**src/rtl/branch_pred_btb.sv**
```systemverilog
// Direct-mapped branch target buffer with 2-bit saturating direction counters,
// a registered one-cycle prediction path and a saturating mispredict counter.
module branch_pred_btb #(
    parameter int unsigned NENTRIES = 8,
    parameter int unsigned CTR_W    = 16
) (
    input  logic             clk,
    input  logic             nrst,
    input  logic             lookup_valid,
    input  logic [31:0]      lookup_pc,
    output logic             pred_valid,
    output logic             pred_taken,
    output logic [31:0]      pred_target,
    input  logic             update_valid,
    input  logic [31:0]      update_pc,
    input  logic             update_taken,
    input  logic [31:0]      update_target,
    input  logic             update_mispredict,
    output logic [CTR_W-1:0] mispred_count
);

    localparam int unsigned IDX_W = $clog2(NENTRIES);
    localparam int unsigned TAG_W = 30 - IDX_W;

    typedef logic [IDX_W-1:0] idx_t;
    typedef logic [TAG_W-1:0] tag_t;

    logic [NENTRIES-1:0] valid_q, valid_d;
    tag_t                tag_q    [NENTRIES];
    tag_t                tag_d    [NENTRIES];
    logic [31:0]         target_q [NENTRIES];
    logic [31:0]         target_d [NENTRIES];
    logic [1:0]          ctr_q    [NENTRIES];
    logic [1:0]          ctr_d    [NENTRIES];

    logic                pred_valid_q, pred_valid_d;
    logic                pred_taken_q, pred_taken_d;
    logic [31:0]         pred_target_q, pred_target_d;
    logic [CTR_W-1:0]    mispred_count_q, mispred_count_d;

    idx_t lk_idx, up_idx;
    tag_t lk_tag, up_tag;
    logic lk_hit, lk_taken, up_hit;
    logic unused_update_pc_lsbs;

    assign lk_idx = lookup_pc[IDX_W+1:2];
    assign lk_tag = lookup_pc[31:IDX_W+2];
    assign up_idx = update_pc[IDX_W+1:2];
    assign up_tag = update_pc[31:IDX_W+2];

    // Word-aligned PCs: the byte-offset bits of the update PC carry no information.
    assign unused_update_pc_lsbs = ^update_pc[1:0];

    assign lk_hit   = valid_q[lk_idx] && (tag_q[lk_idx] == lk_tag);
    assign lk_taken = lk_hit && ctr_q[lk_idx][1];
    assign up_hit   = valid_q[up_idx] && (tag_q[up_idx] == up_tag);

    // Prediction reads the table state before this cycle's update lands.
    always_comb begin
        pred_valid_d  = lookup_valid;
        pred_taken_d  = 1'b0;
        pred_target_d = 32'd0;
        if (lookup_valid) begin
            pred_taken_d  = lk_taken;
            pred_target_d = lk_taken ? target_q[lk_idx] : lookup_pc + 32'd4;
        end
    end

    always_comb begin
        valid_d  = valid_q;
        tag_d    = tag_q;
        target_d = target_q;
        ctr_d    = ctr_q;
        if (update_valid) begin
            if (up_hit) begin
                if (update_taken) begin
                    ctr_d[up_idx]    = (ctr_q[up_idx] == 2'b11) ? 2'b11 : ctr_q[up_idx] + 2'd1;
                    target_d[up_idx] = update_target;
                end else begin
                    ctr_d[up_idx]    = (ctr_q[up_idx] == 2'b00) ? 2'b00 : ctr_q[up_idx] - 2'd1;
                end
            end else if (update_taken) begin
                valid_d[up_idx]  = 1'b1;
                tag_d[up_idx]    = up_tag;
                target_d[up_idx] = update_target;
                ctr_d[up_idx]    = 2'b10;
            end
        end
    end

    always_comb begin
        mispred_count_d = mispred_count_q;
        if (update_valid && update_mispredict && (mispred_count_q != {CTR_W{1'b1}})) begin
            mispred_count_d = mispred_count_q + CTR_W'(1);
        end
    end

    always_ff @(posedge clk) begin
        if (!nrst) begin
            valid_q         <= '0;
            pred_valid_q    <= 1'b0;
            pred_taken_q    <= 1'b0;
            pred_target_q   <= 32'd0;
            mispred_count_q <= '0;
            for (int i = 0; i < int'(NENTRIES); i++) begin
                tag_q[i]    <= '0;
                target_q[i] <= 32'd0;
                ctr_q[i]    <= 2'b01;
            end
        end else begin
            valid_q         <= valid_d;
            tag_q           <= tag_d;
            target_q        <= target_d;
            ctr_q           <= ctr_d;
            pred_valid_q    <= pred_valid_d;
            pred_taken_q    <= pred_taken_d;
            pred_target_q   <= pred_target_d;
            mispred_count_q <= mispred_count_d;
        end
    end

    assign pred_valid    = pred_valid_q;
    assign pred_taken    = pred_taken_q;
    assign pred_target   = pred_target_q;
    assign mispred_count = mispred_count_q;

endmodule

```
**config.mk**
```make
export PLATFORM = sky130hd
export DESIGN_NAME = branch_pred_btb
export DESIGN_NICKNAME = d
export VERILOG_FILES = /design/src/rtl/branch_pred_btb.sv
export SDC_FILE = /design/constraint.sdc
export NUM_CORES = 1
export LEC_CHECK = 0
export CORE_MARGIN = 3
export CORE_UTILIZATION = 48
export DETAILED_ROUTE_END_ITERATION = 12
export DONT_BUFFER_PORTS = 1
export GPL_ROUTABILITY_DRIVEN = 0
export PLACE_DENSITY = 0.74
export SYNTH_ARGS = -nofsm -noshare
export SYNTH_HDL_FRONTEND = slang
export SYNTH_SLANG_ARGS = --single-unit
export TNS_END_PERCENT = 10
```
**constraint.sdc**
```tcl
create_clock -name clk -period 2.7 [get_ports clk]
set_input_delay 0.405 -clock clk [delete_from_list [all_inputs] [get_ports clk]]
set_output_delay 0.405 -clock clk [all_outputs]
set_load 0.03 [all_outputs]
```
==> flow_summary.yaml <==
status:
  status: "finished, violations left"
  violations: "max-slew violations, negative setup slack"
critical_path:
  reg2reg_slack_ns: -0.06
  max_stage_delay_ns: 0.48
  r2r-end: "pred_target[17]"
  r2r_cells: 10
  crit_chain: "mux4_2 > mux2i_2 > xnor2_1 > nor4_1 > and4_1 > nand4_1 > buf_6 > buf_12 > a211oi_4 > a211oi_2"
  cp-startpoint: "tag_q[114]"
  crit_type: "reg -> reg"
  r2r-start: "tag_q[114]"
  slowest_stage: "mux4_2"
  required_ns: 3.18
  critPathCapture: "pred_target[17]"
  critPathArrivalTime_ns: 3.24
  crit_path_end_kind: "flop"
  critPathMaxFanout: 9
  start_kind: "flop"
global_routing:
  grt_use_total_pct: 25.85
  grt_max_degree: 512
  grt_first_pass_wirelength_mm: 120.4
  grt_pass1_vias: 21380
  overflow: 0
  antenna_found_initial: 1
synth:
  ys_seq_elements: 546
  yosys_warnings: 0
  netlist_top_cells_area: "dfxtp_1 (41%), mux4_2 (12%), nand2_1 (11%)"
  synth_fp_nets: 2895
  synth_edf_count: 0
  synthFlopType: "dfxtp_1"
  synth_top_cell_area_share_pct: 40.70
  synthTopCellsByCount: "nand2_1 (801), dfxtp_1 (546), mux2i_1 (276)"
  postSynthAreaPerCell_um2: 9.624
  post-synth-top-count-cell: "nand2_1"
  syn_area_mm2: 0.02686
  seq_area_frac_synth_pct: 40.70
  ys_types: 50
  synth_top_cell_by_area: "dfxtp_1"
  synthCells: 2791
  async_reset_ff_share_pct: 0
timing:
  setup_ws_ns: -0.05758
  period_share_pct: 102.1
  hold_viol_final: 0
  finalMaxSlewViolations: 302
  tightest_slew_ns: 2.005
  slew_headroom_pct: -33.68
  tns_ns: -0.1960
  skew_ns: 0.02783
  fmax_mhz: 362.6
  setup_viol_count_final: 8
  rsz0062_at_grt: "true"
  finalCriticalPeriod_ns: 2.758
cts:
  cts_root_buffer: "clkbuf_16"
  clk_latency_ns: 0.62
  htreeDepth: 2
  clkSlewWorstSetupHoldPaths_ns: 0.06
  cts_sinks: 546
  cts_tree: "yes"
  cts_buffer_depth: 3
  numCtsBuffers: 56
drt:
  drc: 0
  wl_per_cell_um: 22.35
  first_pass_iters: 6
  drtAntennaViolNets: 0
  viasPerCell: 5.985
  routed_wl_mm: 79.56
  drtIter0Drc: 2197
  num_vias: 21300
cells_and_area:
  syn_to_final_growth_pct: 14.74
  final_nets: 2871
  utilization_pct: 55.83
  drive_gt1_share_pct: 17.51
  final-instance-count-excl-fill: 3559
pwr:
  p_leak_nw: 11.96
  peakVddDrop_v: 0.0004801
  power_mw: 17.16
  powerDensity_mw_per_mm2: 556.8
placement:
  port_buffers: 0
  dp.cells: 3408
  dp_hpwl_mm: 47.56
  pre_cts_ws_ns: -0.7331
die:
  fp.dieH_um: 242.6
  io_pins: 152
  floorplan.rows: 86
  chipWidth_um: 242.6
  die-area_mm2: 0.05883
  start_util_pct: 48.66
  core_mm2: 0.05520
job:
  drv_cap: 0
worst_hold_path:
  hold_path.class: "in -> reg"
## logic make-up after synthesis
| family | after synthesis | share of synthesized area, % |
|---|---|---|
| fa+ha+maj | 4 | 0.1677 |
| flops | 546 | 40.70 |
| buf+inv | 241 | 4.416 |
| compound gates | 393 | 10.53 |
| mux | 479 | 24.96 |
| xor+xnor | 75 | 2.446 |
| simple gates | 1053 | 16.79 |
## final cells by class
type | instances | area (um^2)
clock inverter | 20 | 224.0
inverter | 4 | 15.01
timing repair buffer | 155 | 1836
tap | 748 | 935.9
fill | 4546 | 24380
multi-input combinational | 2004 | 15230
clock buffer | 81 | 1635
sequential | 546 | 10940
antenna | 1 | 2.502
## worst max-delay path: cells and delay by family, from the launching register on
kind / cells / cell delay (ns)
buffers and inverters: 2 / 0.34
AOI/OAI and AO/OA: 2 / 0.48
xor gates and xnor gates: 1 / 0.12
DFF: 1 / 0.34
muxes: 2 / 0.78
and+or+nand+nor: 3 / 0.58
## worst min path at each step
stage	slack, ns	endpoint	cells past startpoint	start
after floorplan	0.44	target_q[160]	2	target_q[160]
after global placement	0.45	target_q[238]	2	target_q[238]
after detailed placement	0.46	target_q[4]	2	target_q[4]
after CTS	0.002	pred_target[26]	2	lookup_pc[26]
after global routing	0.02	tag_q[106]	2	nrst
final	0.03	pred_target[26]	2	lookup_pc[26]
## timing repair
item	CTS	global route
hold buffers	38	1
pin swaps	4	9
gates resized for setup	38	59
endpoints found under the setup margin	85	202
gates cloned	2	6
hold endpoints to repair	292	1
buffers inserted	3	0
## flip-flops by register name, summed over array words and instances (netlist names)
register and cells:
tag_q 216, pred_valid 1, mispred_count 16, target_q 256, pred_taken 1, pred_target 32
valid_q 8, ctr_q 16
## layer usage
metal	track usage [%]	up-vias	share of wire, %
li1	-	9625	-
met1	32.28	10460	39
met5	0	-	0
met2	42.28	1040	47
met3	6.895	178	10
met4	11.10	0	3.9
## report_power, final
| part | internal, mW | switching [mW] | leakage (nW) |
|---|---|---|---|
| combinational | 0.523 | 0.482 | 6.63 |
| sequential | 8.18 | 0.118 | 4.42 |
| clock | 4.57 | 3.29 | 0.920 |
| total | 13.3 | 3.89 | 12.0 |
## through the flow
| step | instance area, um^2 | hold WS, ns |
|---|---|---|
| 2_1_floorplan | 26930 | 0.4402 |
| 3_3_place_gp | 27850 | 0.4464 |
| 3_5_place_dp | 27850 | 0.4559 |
| 4_1_cts | 30380 | 0.001717 |
| 5_1_grt | 30820 | 0.01538 |
| 6_report | 30820 | 0.02527 |
## cells in the final DEF (no fill, tap or decap), drive strengths merged, types with 45 or more instances in the layout
| master | netlist | layout |
|---|---|---|
| a211oi | 52 | 52 |
| mux4 | 147 | 147 |
| dfxtp | 546 | 546 |
| clkbuf | 176 | 87 |
| a21boi | 256 | 256 |
| xnor2 | 45 | 45 |
| mux2i | 276 | 276 |
| buf | 61 | 109 |
| nand2 | 809 | 809 |
| mux2 | 56 | 56 |
| nor2 | 61 | 61 |
| nor2b | 47 | 47 |
Note: power is estimated with default switching activity, not from simulation.
